File: src/rtl/vga_fb_fetch_arbiter.sv
// Frame-buffer fetch arbiter: shares one single-port memory between the display
// line prefetcher (always wins) and a drawing-client write port.
module vga_fb_fetch_arbiter #(
    parameter int H_DISPLAY  = 800,
    parameter int V_DISPLAY  = 600,
    parameter int H_TOTAL    = 1056,
    parameter int V_TOTAL    = 628,
    parameter int FIFO_DEPTH = 8
) (
    input  logic        clk,
    input  logic        reset,
    input  logic [10:0] hcount,
    input  logic [9:0]  vcount,
    input  logic        wr_req,
    input  logic [16:0] wr_addr,
    input  logic [31:0] wr_data,
    output logic        wr_gnt,
    output logic        mem_en,
    output logic        mem_we,
    output logic [16:0] mem_addr,
    output logic [31:0] mem_wdata,
    input  logic [31:0] mem_rdata,
    output logic [7:0]  pixel,
    output logic        de,
    output logic        underflow,
    output logic [1:0]  fsm_state
);
    localparam int WPL = H_DISPLAY / 4;
    localparam int WCW = $clog2(WPL + 1);
    localparam int OW  = $clog2(FIFO_DEPTH);
    localparam logic [10:0]    H_DISP_L  = 11'(H_DISPLAY);
    localparam logic [10:0]    H_TOT_L   = 11'(H_TOTAL);
    localparam logic [9:0]     V_DISP_L  = 10'(V_DISPLAY);
    localparam logic [9:0]     V_LAST_L  = 10'(V_TOTAL - 1);
    localparam logic [16:0]    WPL_L     = 17'(WPL);
    localparam logic [WCW-1:0] LAST_WORD = WCW'(WPL - 1);
    localparam logic [OW+1:0]  DEPTH_L   = (OW + 2)'(FIFO_DEPTH);

    typedef enum logic [1:0] {IDLE = 2'd0, FLUSH = 2'd1, FETCH = 2'd2} state_t;
    state_t state, state_next;

    logic           flush_second;
    logic [16:0]    fetch_addr;
    logic [WCW-1:0] word_cnt;
    logic           rd_pend;
    logic [31:0]    fifo_mem [FIFO_DEPTH];
    logic [OW-1:0]  wr_ptr, rd_ptr;
    logic [OW:0]    occ;
    logic [23:0]    sr;

    logic           trigger, rd_issue, wr_issue, active, pop_slot, fifo_empty, push, pop;
    logic [9:0]     next_line;
    logic [16:0]    line_base;
    logic [1:0]     inflight;
    logic [OW+1:0]  fill;
    logic [31:0]    head;

    assign fsm_state = state;

    // Handshake: the writer holds wr_req/wr_addr/wr_data until wr_gnt. wr_gnt pulses in
    // the cycle the write is on the memory bus; a request still seen while wr_gnt is high
    // is the one just issued, so it is never issued twice.
    always_comb begin
        trigger    = (hcount == H_DISP_L) && (hcount < H_TOT_L) &&
                     ((vcount < V_DISP_L - 10'd1) || (vcount == V_LAST_L));
        next_line  = (vcount == V_LAST_L) ? 10'd0 : vcount + 10'd1;
        line_base  = {7'd0, next_line} * WPL_L;
        inflight   = {1'b0, mem_en & ~mem_we} + {1'b0, rd_pend};
        fill       = {1'b0, occ} + {{OW{1'b0}}, inflight};
        rd_issue   = (state == FETCH) && (fill < DEPTH_L);
        wr_issue   = !rd_issue && wr_req && !wr_gnt;
        active     = (hcount < H_DISP_L) && (vcount < V_DISP_L);
        pop_slot   = active && (hcount[1:0] == 2'd0);
        fifo_empty = (occ == '0);
        push       = rd_pend && (state != FLUSH);
        pop        = pop_slot && !fifo_empty && (state != FLUSH);
        head       = fifo_mem[rd_ptr];

        state_next = state;
        case (state)
            IDLE:    if (trigger) state_next = FLUSH;
            FLUSH:   if (flush_second) state_next = FETCH;
            FETCH:   if (rd_issue && (word_cnt == LAST_WORD)) state_next = IDLE;
            default: state_next = IDLE;
        endcase
    end

    always_ff @(posedge clk or posedge reset) begin
        if (reset) begin
            state        <= IDLE;
            flush_second <= 1'b0;
        end else begin
            state        <= state_next;
            flush_second <= (state == FLUSH) && !flush_second;
        end
    end

    always_ff @(posedge clk or posedge reset) begin
        if (reset) begin
            fetch_addr <= '0;
            word_cnt   <= '0;
        end else if ((state == IDLE) && trigger) begin
            fetch_addr <= line_base;
        end else if (state == FLUSH) begin
            word_cnt <= '0;
        end else if (rd_issue) begin
            fetch_addr <= fetch_addr + 17'd1;
            word_cnt   <= word_cnt + WCW'(1);
        end
    end

    always_ff @(posedge clk or posedge reset) begin
        if (reset) begin
            mem_en    <= 1'b0;
            mem_we    <= 1'b0;
            mem_addr  <= '0;
            mem_wdata <= '0;
            wr_gnt    <= 1'b0;
            rd_pend   <= 1'b0;
        end else begin
            mem_en  <= rd_issue | wr_issue;
            mem_we  <= wr_issue;
            wr_gnt  <= wr_issue;
            rd_pend <= mem_en & ~mem_we;
            if (rd_issue) begin
                mem_addr <= fetch_addr;
            end else if (wr_issue) begin
                mem_addr  <= wr_addr;
                mem_wdata <= wr_data;
            end
        end
    end

    // Read data landing during FLUSH belongs to an abandoned fetch and is dropped.
    always_ff @(posedge clk) begin
        if (push) fifo_mem[wr_ptr] <= mem_rdata;
    end

    always_ff @(posedge clk or posedge reset) begin
        if (reset) begin
            wr_ptr <= '0;
            rd_ptr <= '0;
            occ    <= '0;
        end else if (state == FLUSH) begin
            wr_ptr <= '0;
            rd_ptr <= '0;
            occ    <= '0;
        end else begin
            if (push) wr_ptr <= wr_ptr + OW'(1);
            if (pop)  rd_ptr <= rd_ptr + OW'(1);
            case ({push, pop})
                2'b10:   occ <= occ + (OW + 1)'(1);
                2'b01:   occ <= occ - (OW + 1)'(1);
                default: occ <= occ;
            endcase
        end
    end

    always_ff @(posedge clk or posedge reset) begin
        if (reset) begin
            pixel     <= '0;
            de        <= 1'b0;
            underflow <= 1'b0;
            sr        <= '0;
        end else begin
            de <= active;
            if (!active) begin
                pixel <= '0;
            end else if (pop_slot) begin
                if (fifo_empty || (state == FLUSH)) begin
                    pixel     <= '0;
                    sr        <= '0;
                    underflow <= 1'b1;
                end else begin
                    pixel <= head[7:0];
                    sr    <= head[31:8];
                end
            end else begin
                pixel <= sr[7:0];
                sr    <= {8'd0, sr[23:8]};
            end
            if (state == FLUSH) sr <= '0;
        end
    end
endmodule

File: config.mk
export PLATFORM = sky130hd
export DESIGN_NAME = vga_fb_fetch_arbiter
export DESIGN_NICKNAME = d
export VERILOG_FILES = /design/src/rtl/vga_fb_fetch_arbiter.sv
export SDC_FILE = /design/constraint.sdc
export NUM_CORES = 1
export LEC_CHECK = 0
export CAP_MARGIN = 20
export CORE_MARGIN = 4
export CORE_UTILIZATION = 25
export DETAILED_ROUTE_END_ITERATION = 8
export GPL_ROUTABILITY_DRIVEN = 0
export SLEW_MARGIN = 40
export SYNTH_ARGS = -nofsm -noshare
export SYNTH_HDL_FRONTEND = slang
export SYNTH_SLANG_ARGS = --single-unit
File: constraint.sdc
create_clock -name clk -period 6.7 [get_ports clk]
set_input_delay 2.01 -clock clk [delete_from_list [all_inputs] [get_ports clk]]
set_output_delay 2.01 -clock clk [all_outputs]
set_load 0.05 [all_outputs]
==> results of run 1 <==
==> kinds of logic after synthesis <==
family,count (synthesis),share of synthesized area (%)
AOI/OAI and AO/OA,136,5.20
xor gates and xnor gates,42,2.27
adders and majority gates,42,3.52
buffers and inverters,86,2.10
DFF,380,66.5
muxes,134,13.5
and+or+nand+nor,256,6.90
==> metrics by stage <==
step / hold WS [ns] / cells / instance area, sq um
6_report: 0.459 / 2146 / 20300
5_1_grt: 0.485 / 2145 / 20300
4_1_cts: 0.463 / 2145 / 20300
3_5_place_dp: 0.454 / 2075 / 19000
3_3_place_gp: 0.441 / 2075 / 19000
2_1_floorplan: 0.420 / 1076 / 16200
==> worst max-delay path by stage <==
stage,end,slack [ns],depth (start not counted)
2_1_floorplan,fetch_addr[15],1.03,16
3_3_place_gp,fetch_addr[15],0.26,18
3_5_place_dp,fetch_addr[15],0.19,18
4_1_cts,fetch_addr[15],0.74,18
5_1_grt,fetch_addr[15],0.40,18
6_report,fetch_addr[15],0.67,18
==> critical path, cell delays in order <==
cell and delay [ns]:
clkdlybuf4s50_1 0.59, nand4b_1 0.14, nor3_1 0.38, nor3b_1 0.32, buf_4 0.17, nor2_1 0.10
ha_1 0.31, ha_1 0.28, inv_1 0.05, fa_1 0.50, inv_1 0.04, ha_1 0.35
o21a_1 0.19, o31a_1 0.12, or4_1 0.40, a31oi_1 0.22, xor2_1 0.16, mux2i_1 0.08
==> cell type report <==
type	count	area [sq um]	share of cell area, %
Clock inverter	17	133	0.653
Timing Repair Buffer	194	1880	9.28
Tap cell	855	1070	5.27
Clock buffer	53	1110	5.47
Sequential cell	380	10800	53.2
Antenna cell	1	2.50	0.0123
Multi-Input combinational cell	610	5170	25.5
Inverter	36	140	0.690
==> per-layer routing <==
layer  share of wire (%)  vias to the layer above  global-route usage, %
li1                    -                     4387                      -
met1                  46                     4826                   15.1
met2                  45                      291                   17.1
met3                 6.7                       48                   2.80
met4                 1.6                        4                   2.19
met5               0.089                        -                      0
==> flip-flops by register name, indices dropped and copies added (netlist names) <==
signal / count
sr: 24
mem_wdata: 32
fetch_addr: 17
rd_ptr: 3
mem_addr: 17
underflow: 1
fsm_state: 2
mem_en: 1
occ: 4
word_cnt: 8
rd_pend: 1
mem_we: 1
pixel: 8
flush_second: 1
fifo_mem: 256
wr_ptr: 3
de: 1
==> power groups by stage <==
stage	sequential [uW]	combinational [uW]	clock (uW)
after floorplan	4000	1680	0
after global placement	3540	3160	0
after detailed placement	3580	3200	0
after CTS	3540	3210	2170
after global routing	3600	3410	2280
final	3520	3150	2100
==> cell usage in the layout (no fill, tap or decap), types with 3 or more instances in the layout <==
cell type and n:
mux2i_1 37, clkbuf_8 4, xor2_1 20, nor2b_1 3
mux4_2 64, clkbuf_16 41, o21ai_0 42, clkdlybuf4s50_1 168
nor4_1 4, mux2_2 32, clkinv_1 4, edfxtp_1 256
and3_1 4, o21bai_1 3, buf_4 24, nor2_1 87
or2_2 3, nor3_1 8, xnor2_1 22, nand3_1 12
fa_1 6, nand2_1 95, nand2b_1 6, ha_1 36
dfrtp_1 121, a21oi_1 39, o211ai_1 5, clkinv_2 8
a31oi_1 21, nand4_1 6, clkbuf_1 8, a21o_1 4
or4_1 4, nor2_4 6, a211oi_1 3, and2_1 7
inv_1 35
==> metrics.yaml, run 1 <==
flow_run:
  max-cap-violations: 0
cts:
  htreeDepth: 2
  cts_sinks: 380
  cts_buffer_depth: 3
  numCtsBuffers: 40
  cts_hold_buf: 0
  clkTransAtPathRegs_ns: 0.07
  cts_setup_buffers: 0
  cts-resized-gates: 0
  cts_tree: "built"
  clk_latency_ns: 0.55
  cts-root-buf: "clkbuf_16"
drt:
  dr.first_iter.drc_count: 717
  wirelength_um: 38300
  ant_nets: 0
  vias_per_cell: 4.45
  avgRoutedWirePerCell_um: 17.9
  drtPass1Iterations: 5
  vias: 9556
  drcViolationCount: 0
place:
  place_ws_ns: 0.185
  io_buffer_count: 168
  dp_hpwl_um: 24200
worst_hold_path:
  hold_start: "flush_second"
  worstHoldPathCells: 1
  hp-class: "flop to flop"
  hold_end: "flush_second"
power:
  power_uw: 8770
  pwr_density_cell_mw_per_mm2: 432
  clkPwrFrac_pct: 23.9
  p_comb_share_pct: 35.9
  intPower_uw: 5640
  swShare_pct: 35.7
  seqPwrFrac_pct: 40.2
  p_sw_uw: 3130
  vdd_drop_max_mv: 0.239
  p_leak_uw: 0.00722
cells_and_area:
  final_nets: 1409
  drive_gt1_share_pct: 15.7
  syn2layout_area_growth_pct: 25.2
  utilization_pct: 31.6
  fillers: 6301
logic_synthesis:
  synth_warnings: 0
  synthCells: 1076
  synth_area_leaders: "edfxtp_1 (47%), dfrtp_1 (19%), mux4_2 (8.9%), ha_1 (2.8%), mux2i_1 (2.3%)"
  syn_area_per_cell_sq_um: 15.1
  syn-num-nets: 1223
  synth_edf_count: 256
  async_flop_share_pct: 32.6
  yosysSeqAreaShare_pct: 66.5
  ys_types: 55
  synth_top_area_cell: "edfxtp_1"
  synth.most_common_cell: "edfxtp_1"
  yosys-top-cells-count: "edfxtp_1 (256), dfrtp_1 (124), nand2_1 (95), nor2_1 (93), mux4_2 (64)"
  synth_top_area_share_pct: 47.4
  ys_ff_latch: 380
  synth_area_sq_mm: 0.0162
  synth_flop_cell: "edfxtp_1"
critical_path:
  crit_path_start: "vcount[4]"
  rr_worst_depth: 12
  start_kind: "input pin"
  crit_arrival_ns: 6.43
  r2r_end: "occ[3]"
  path_max_fanout: 6
  worstSetupPathType: "input pin to flop"
  reg2reg_setup_slack_ns: 3.33
  required_ns: 7.10
  r2r_start: "fsm_state[0]"
  endpoint_kind: "flop"
global_routing:
  antenna_found_initial: 2
  grt_pass1_wl_um: 59600
  grt_max_degree: 67
  track_usage_pct: 10.8
  overflow: 0
  grt_pass1_vias: 9997
sta:
  slew_headroom_pct: 45.2
  finalCritPeriodShare_pct: 90.0
  finalSetupViolCount: 0
  hold_viol: 0
  tns_ns: 0
  finalMaxSlewViolations: 0
  worst_pin_slew_ns: 0.815
  timing.fmax_ghz: 0.166
  rsz0062_at_grt: "false"
  period_minus_slack_ns: 6.03
  fin_skew_ns: 0.0270
  fin_ws_ns: 0.673
floorplan:
  core_sq_mm: 0.0643
  io_pins: 169
  std_cell_rows: 93
  die_area_sq_mm: 0.0690
  die_h_um: 263
  die_x_um: 263
  start_util_pct: 25.2
status:
  status: "completed"
Note: power is estimated with default switching activity, not from simulation.
==> inputs of run 2 (changes only) <==
--- a/config.mk
+++ b/config.mk
@@ -5,11 +5,13 @@
 export SDC_FILE = /design/constraint.sdc
 export NUM_CORES = 1
 export LEC_CHECK = 0
+export ABC_AREA = 1
 export CAP_MARGIN = 20
 export CORE_MARGIN = 4
 export CORE_UTILIZATION = 25
 export DETAILED_ROUTE_END_ITERATION = 8
 export GPL_ROUTABILITY_DRIVEN = 0
+export GPL_TIMING_DRIVEN = 0
 export SLEW_MARGIN = 40
 export SYNTH_ARGS = -nofsm -noshare
 export SYNTH_HDL_FRONTEND = slang
==> constraint.sdc (replaced) <==
create_clock -name clk -period 7.1 [get_ports clk]
set_input_delay 2.13 -clock clk [delete_from_list [all_inputs] [get_ports clk]]
set_output_delay 2.13 -clock clk [all_outputs]
set_load 0.05 [all_outputs]
==> run 2 against run 1 <==
Effect of this change: sequential power shrank 8.8%; critical endpoint is now fetch_addr[14]; hold slack worse by 0.016 ns; synthesized cell count grew 57%; register-to-register slack gained 1.2 ns.
==> metrics.yaml, run 2 <==
status:
  status: "completed"
logic_synthesis:
  synth_edf_count: 256
  ys_ff_latch: 380
  synth_flop_cell: "edfxtp_1"
  yosys-top-cells-count: "nand2_1 (426), edfxtp_1 (256), nor2_1 (175), nand3_1 (173), dfrtp_1 (124)"
  synth_area_leaders: "edfxtp_1 (45%), dfrtp_1 (18%), nand2_1 (9.3%), nand3_1 (5.0%), nor2_1 (3.8%)"
  async_flop_share_pct: 32.6
  synthCells: 1691
  synth_area_sq_mm: 0.0172
  syn-num-nets: 1838
  synth_top_area_cell: "edfxtp_1"
  syn_area_per_cell_sq_um: 10.1
  synth_top_area_share_pct: 44.8
  synth.most_common_cell: "nand2_1"
  ys_types: 49
  synth_warnings: 0
  yosysSeqAreaShare_pct: 62.9
cells_and_area:
  largest_reg_flops: 256
  drive_gt1_share_pct: 8.25
  syn2layout_area_growth_pct: 26.9
  top_register: "fifo_mem"
  final_nets: 2066
  diodes: 0
  utilization_pct: 32.2
  final_cell_mix: "nand2_1 (426), edfxtp_1 (256), nand3_1 (173), clkdlybuf4s50_1 (168), nor2_1 (167)"
  fillers: 6797
  largestRegisters: "fifo_mem: 256 flops, mem_wdata: 32 flops, sr: 24 flops"
  layout_commonest_cell: "nand2_1"
global_routing:
  track_usage_pct: 13.1
  antenna_found_initial: 2
  grt_max_degree: 79
  grt_pass1_vias: 13131
  overflow: 0
  grt_pass1_wl_um: 75800
cts:
  numCtsBuffers: 41
  cts_hold_buf: 0
  cts-resized-gates: 0
  cts_tree: "built"
  cts_setup_buffers: 0
  cts-root-buf: "clkbuf_16"
  cts_buffer_depth: 3
  clk_latency_ns: 0.58
  clkTransAtPathRegs_ns: 0.06
  cts_sinks: 380
  htreeDepth: 2
sta:
  rsz0062_at_grt: "false"
  tns_ns: 0
  finalMaxSlewViolations: 0
  fin_ws_ns: 1.66
  finalSetupViolCount: 0
  fin_skew_ns: 0.0239
  finalCritPeriodShare_pct: 76.6
  timing.fmax_ghz: 0.184
  period_minus_slack_ns: 5.44
  worst_pin_slew_ns: 0.785
  slew_headroom_pct: 47.7
  whs_ns: 0.443
  hold_viol: 0
power:
  clkPwrFrac_pct: 25.5
  intPower_uw: 5370
  p_sw_uw: 3510
  swShare_pct: 39.6
  p_comb_share_pct: 38.4
  vdd_drop_max_mv: 0.194
  seqPwrFrac_pct: 36.1
  p_leak_uw: 0.00869
  pwr_density_cell_mw_per_mm2: 408
drt:
  drcViolationCount: 0
  vias: 13027
  wirelength_um: 49000
  dr.first_iter.drc_count: 1203
  avgRoutedWirePerCell_um: 17.3
  vias_per_cell: 4.61
  drtPass1Iterations: 5
  ant_nets: 0
place:
  io_buffer_count: 168
  place_ws_ns: 1.07
  dp_hpwl_um: 34400
worst_hold_path:
  worstHoldPathCells: 1
  hp-class: "flop to flop"
critical_path:
  rr_worst_depth: 16
  start_kind: "input pin"
  required_ns: 7.54
  crit_arrival_ns: 5.88
  reg2reg_setup_slack_ns: 4.48
  endpoint_kind: "flop"
  path_max_fanout: 8
  worstSetupPathType: "input pin to flop"
floorplan:
  std_cell_rows: 95
  die_x_um: 270
  core_sq_mm: 0.0676
  die_h_um: 270
  io_pins: 169
  start_util_pct: 25.4
  die_area_sq_mm: 0.0729
flow_run:
  max-cap-violations: 0
[run 2: cell count changes in the layout (fill, tap and decap cells not counted), moves of 19 or more]
cell | previous run | this run
a31oi_1 | 21 | 1
buf_2 | 0 | 21
buf_4 | 24 | 3
clkbuf_1 | 8 | 49
inv_1 | 35 | 113
mux2_2 | 32 | 0
mux2i_1 | 37 | 0
mux4_2 | 64 | 0
nand2_1 | 95 | 426
nand3_1 | 12 | 173
nor2_1 | 87 | 167
o211ai_1 | 5 | 24
o21ai_0 | 42 | 94
o21ai_1 | 1 | 20
[run 2: layer usage]
metal  vias up  GRT usage (%)  wire [um]
li1       6193              -          -
met1      6236           17.6      20900
met2       517           21.3      22900
met3        81           2.94       4050
met4         0           3.62       1130
met5         -              0          0
[run 2: cells by family (layout without fill, tap and decap cells)]
group	after synthesis	after routing	share of synthesized area, %
buf+inv	202	463	4.87
compound gates	227	227	7.58
xor+xnor	18	18	0.919
flops	380	380	62.9
simple gates	822	822	20.4
fa+ha+maj	42	42	3.32
[run 2: final cells by class]
cell class,count,area (sq um),area share (%)
plain buffers,76,360,1.65
clock buffers,52,1110,5.08
clock inverters,24,338,1.55
inverters,126,483,2.22
multi-input cells,1109,5600,25.7
flip-flops and latches,380,10800,49.5
well taps,873,1090,5.02
repair buffers,185,2010,9.24
[run 2: worst max-delay path: stages]
cell and delay, ns:
clkdlybuf4s50_1 0.52, ha_1 0.21, nand2_1 0.07, nor2_1 0.11, nand2_2 0.18, nand3_1 0.27, inv_1 0.08, ha_1 0.20
ha_1 0.27, inv_1 0.05, fa_1 0.50, inv_1 0.05, ha_1 0.34, a21oi_1 0.21, inv_1 0.08, a21oi_1 0.16
a21oi_1 0.08, nor3_1 0.30, nor2_1 0.08
[run 2: final timing paths]
| path | endpoint | from |
|---|---|---|
| min in group asynchronous | mem_wdata[2] | reset |
| max | fetch_addr[14] | vcount[1] |
| max reg2reg | occ[3] | fsm_state[0] |
| min reg2reg | flush_second | flush_second |
| max in group asynchronous | pixel[3] | reset |
| min | flush_second | flush_second |
[run 2: stage by stage]
stage	power, uW	area, sq um	instances
final	8880	21800	2825
after global routing	9420	21800	2825
after CTS	8960	21800	2825
after detailed placement	6670	20300	2749
after global placement	6450	19900	2732
after floorplan	5330	17200	1691
[run 2: power by group through the flow]
stage / Combinational [uW] / Clock (uW) / Sequential, uW
2_1_floorplan: 1660 / 0 / 3670
3_3_place_gp: 3190 / 0 / 3260
3_5_place_dp: 3420 / 0 / 3240
4_1_cts: 3440 / 2320 / 3210
5_1_grt: 3730 / 2430 / 3260
6_report: 3410 / 2260 / 3210
==> inputs of run 3 (changes only) <==
==> constraint.sdc (replaced) <==
create_clock -name clk -period 5.1 [get_ports clk]
set_input_delay 1.53 -clock clk [delete_from_list [all_inputs] [get_ports clk]]
set_output_delay 1.53 -clock clk [all_outputs]
set_load 0.05 [all_outputs]
==> run 3 against run 2 <==
Effect of this change: clock skew barely moved; clock-buffer cell count unchanged; largest power group unchanged; sequential share of layout area hardly changed; first-iteration DRC count is 0.50% lower; critical path depth grew 1; power grew 39%; global-route usage is the same; register-to-register slack got worse by 2.0 ns.
==> metrics.yaml, run 3 (synthesized netlist as in run 2, its figures left out) <==
sta:
  tns_ns: 0
  timing.fmax_ghz: 0.211
  rsz0062_at_grt: "false"
  fin_skew_ns: 0.0243
  period_minus_slack_ns: 4.74
  fin_ws_ns: 0.365
  finalCritPeriodShare_pct: 92.8
  hold_viol: 0
  slew_headroom_pct: 47.6
  worst_pin_slew_ns: 0.786
  finalMaxSlewViolations: 0
  finalSetupViolCount: 0
critical_path:
  endpoint_kind: "flop"
  worstSetupPathType: "input pin to flop"
  path_max_fanout: 8
  start_kind: "input pin"
  crit_arrival_ns: 5.23
  required_ns: 5.60
power:
  p_comb_share_pct: 38.4
  seqPwrFrac_pct: 36.1
  p_sw_uw: 4880
  p_leak_uw: 0.00870
  clkPwrFrac_pct: 25.5
  swShare_pct: 39.5
  pwr_density_cell_mw_per_mm2: 567
  intPower_uw: 7470
  vdd_drop_max_mv: 0.271
drt:
  wirelength_um: 49000
  dr.first_iter.drc_count: 1197
  vias: 13059
  ant_nets: 0
  drtPass1Iterations: 6
  drcViolationCount: 0
  vias_per_cell: 4.62
  avgRoutedWirePerCell_um: 17.4
cts:
  htreeDepth: 2
  cts-root-buf: "clkbuf_16"
  numCtsBuffers: 41
  clkTransAtPathRegs_ns: 0.06
  cts_setup_buffers: 0
  clk_latency_ns: 0.58
  cts_hold_buf: 0
  cts_sinks: 380
  cts_tree: "built"
  cts_buffer_depth: 3
cells_and_area:
  layout_commonest_cell: "nand2_1"
  largestRegisters: "fifo_mem: 256 flops, mem_wdata: 32 flops, sr: 24 flops"
  final_cell_mix: "nand2_1 (426), edfxtp_1 (256), nand3_1 (171), clkdlybuf4s50_1 (168), nor2_1 (167)"
  syn2layout_area_growth_pct: 27.0
  utilization_pct: 32.2
  final_nets: 2066
  instances_no_fill: 2825
  diodes: 0
  top_register: "fifo_mem"
  largest_reg_flops: 256
  drive_gt1_share_pct: 8.35
floorplan:
  core_sq_mm: 0.0676
  die_x_um: 270
  die_area_sq_mm: 0.0729
  std_cell_rows: 95
  die_h_um: 270
  start_util_pct: 25.4
  io_pins: 169
global_routing:
  antenna_found_initial: 2
  overflow: 0
  grt_pass1_vias: 13131
  grt_pass1_wl_um: 75800
  grt_max_degree: 79
  track_usage_pct: 13.1
place:
  place_ws_ns: -0.329
  dp.cells: 2749
  dp_hpwl_um: 34400
  io_buffer_count: 168
flow_run:
  max-cap-violations: 0
status:
  status: "completed"
worst_hold_path:
  hp-class: "flop to flop"
==> run 3: cell counts in the layout (fill, tap and decap cells not counted) <==
Identical to the previous run, type by type.
==> run 3: final cells by class <==
class / count / area, sq um
fill: 6795 / 45800
clock buffer: 52 / 1110
multi-input combinational: 1109 / 5610
buffer: 76 / 360
sequential: 380 / 10800
tap: 873 / 1090
clock inverter: 24 / 338
timing repair buffer: 185 / 2010
inverter: 126 / 483
==> run 3: final timing paths <==
path,startpoint,endpoint,slack (ns),cells after the start
max in group asynchronous,reset,pixel[3],2.98,3
min in group asynchronous,reset,mem_wdata[2],1.35,2
max,vcount[1],fetch_addr[15],0.36,20
max reg2reg,fsm_state[0],occ[3],2.49,16
min reg2reg,flush_second,flush_second,0.44,1
min,flush_second,flush_second,0.44,1
==> run 3: per-stage QoR <==
stage                     hold WS, ns  total power (uW)  area [sq um]
after detailed placement        0.438              9280         20300
after floorplan                 0.409              7420         17200
after global placement          0.422              8980         19900
after global routing            0.473             13100         21800
final                           0.444             12400         21800
after CTS                       0.446             12500         21800
==> run 3: power groups by stage <==
stage | Sequential, uW | Clock, uW | Combinational (uW)
after CTS | 4470 | 3230 | 4780
after floorplan | 5110 | 0 | 2310
after global placement | 4540 | 0 | 4440
final | 4470 | 3150 | 4750
after detailed placement | 4520 | 0 | 4760
after global routing | 4540 | 3380 | 5200
==> run 3: metal layers <==
metal / share of wire (%) / vias up / track usage, % / wire length [um]
met5: 0 / - / 0 / 0
met3: 8.5 / 77 / 2.94 / 4140
li1: - / 6193 / - / -
met1: 43 / 6266 / 17.6 / 20900
met4: 2.2 / 0 / 3.62 / 1100
met2: 47 / 523 / 21.3 / 22900
==> run 3: what timing repair did <==
action                     CTS  global route
gates resized for setup      0             2
setup endpoints to repair    0             2
hold endpoints to repair     0             0
==> run 3: worst max-delay path, stage by stage <==
cell and delay [ns]:
clkdlybuf4s50_1 0.52, ha_1 0.21, nand2_1 0.07, nor2_1 0.11, nand2_2 0.18, nand3_2 0.19, inv_1 0.06, ha_1 0.29
ha_1 0.28, inv_1 0.05, fa_1 0.50, inv_1 0.04, ha_1 0.35, a21oi_1 0.22, nand2_1 0.12, nand4_1 0.11
nand2_1 0.06, nand2_1 0.05, nand3_1 0.11, a21oi_1 0.19
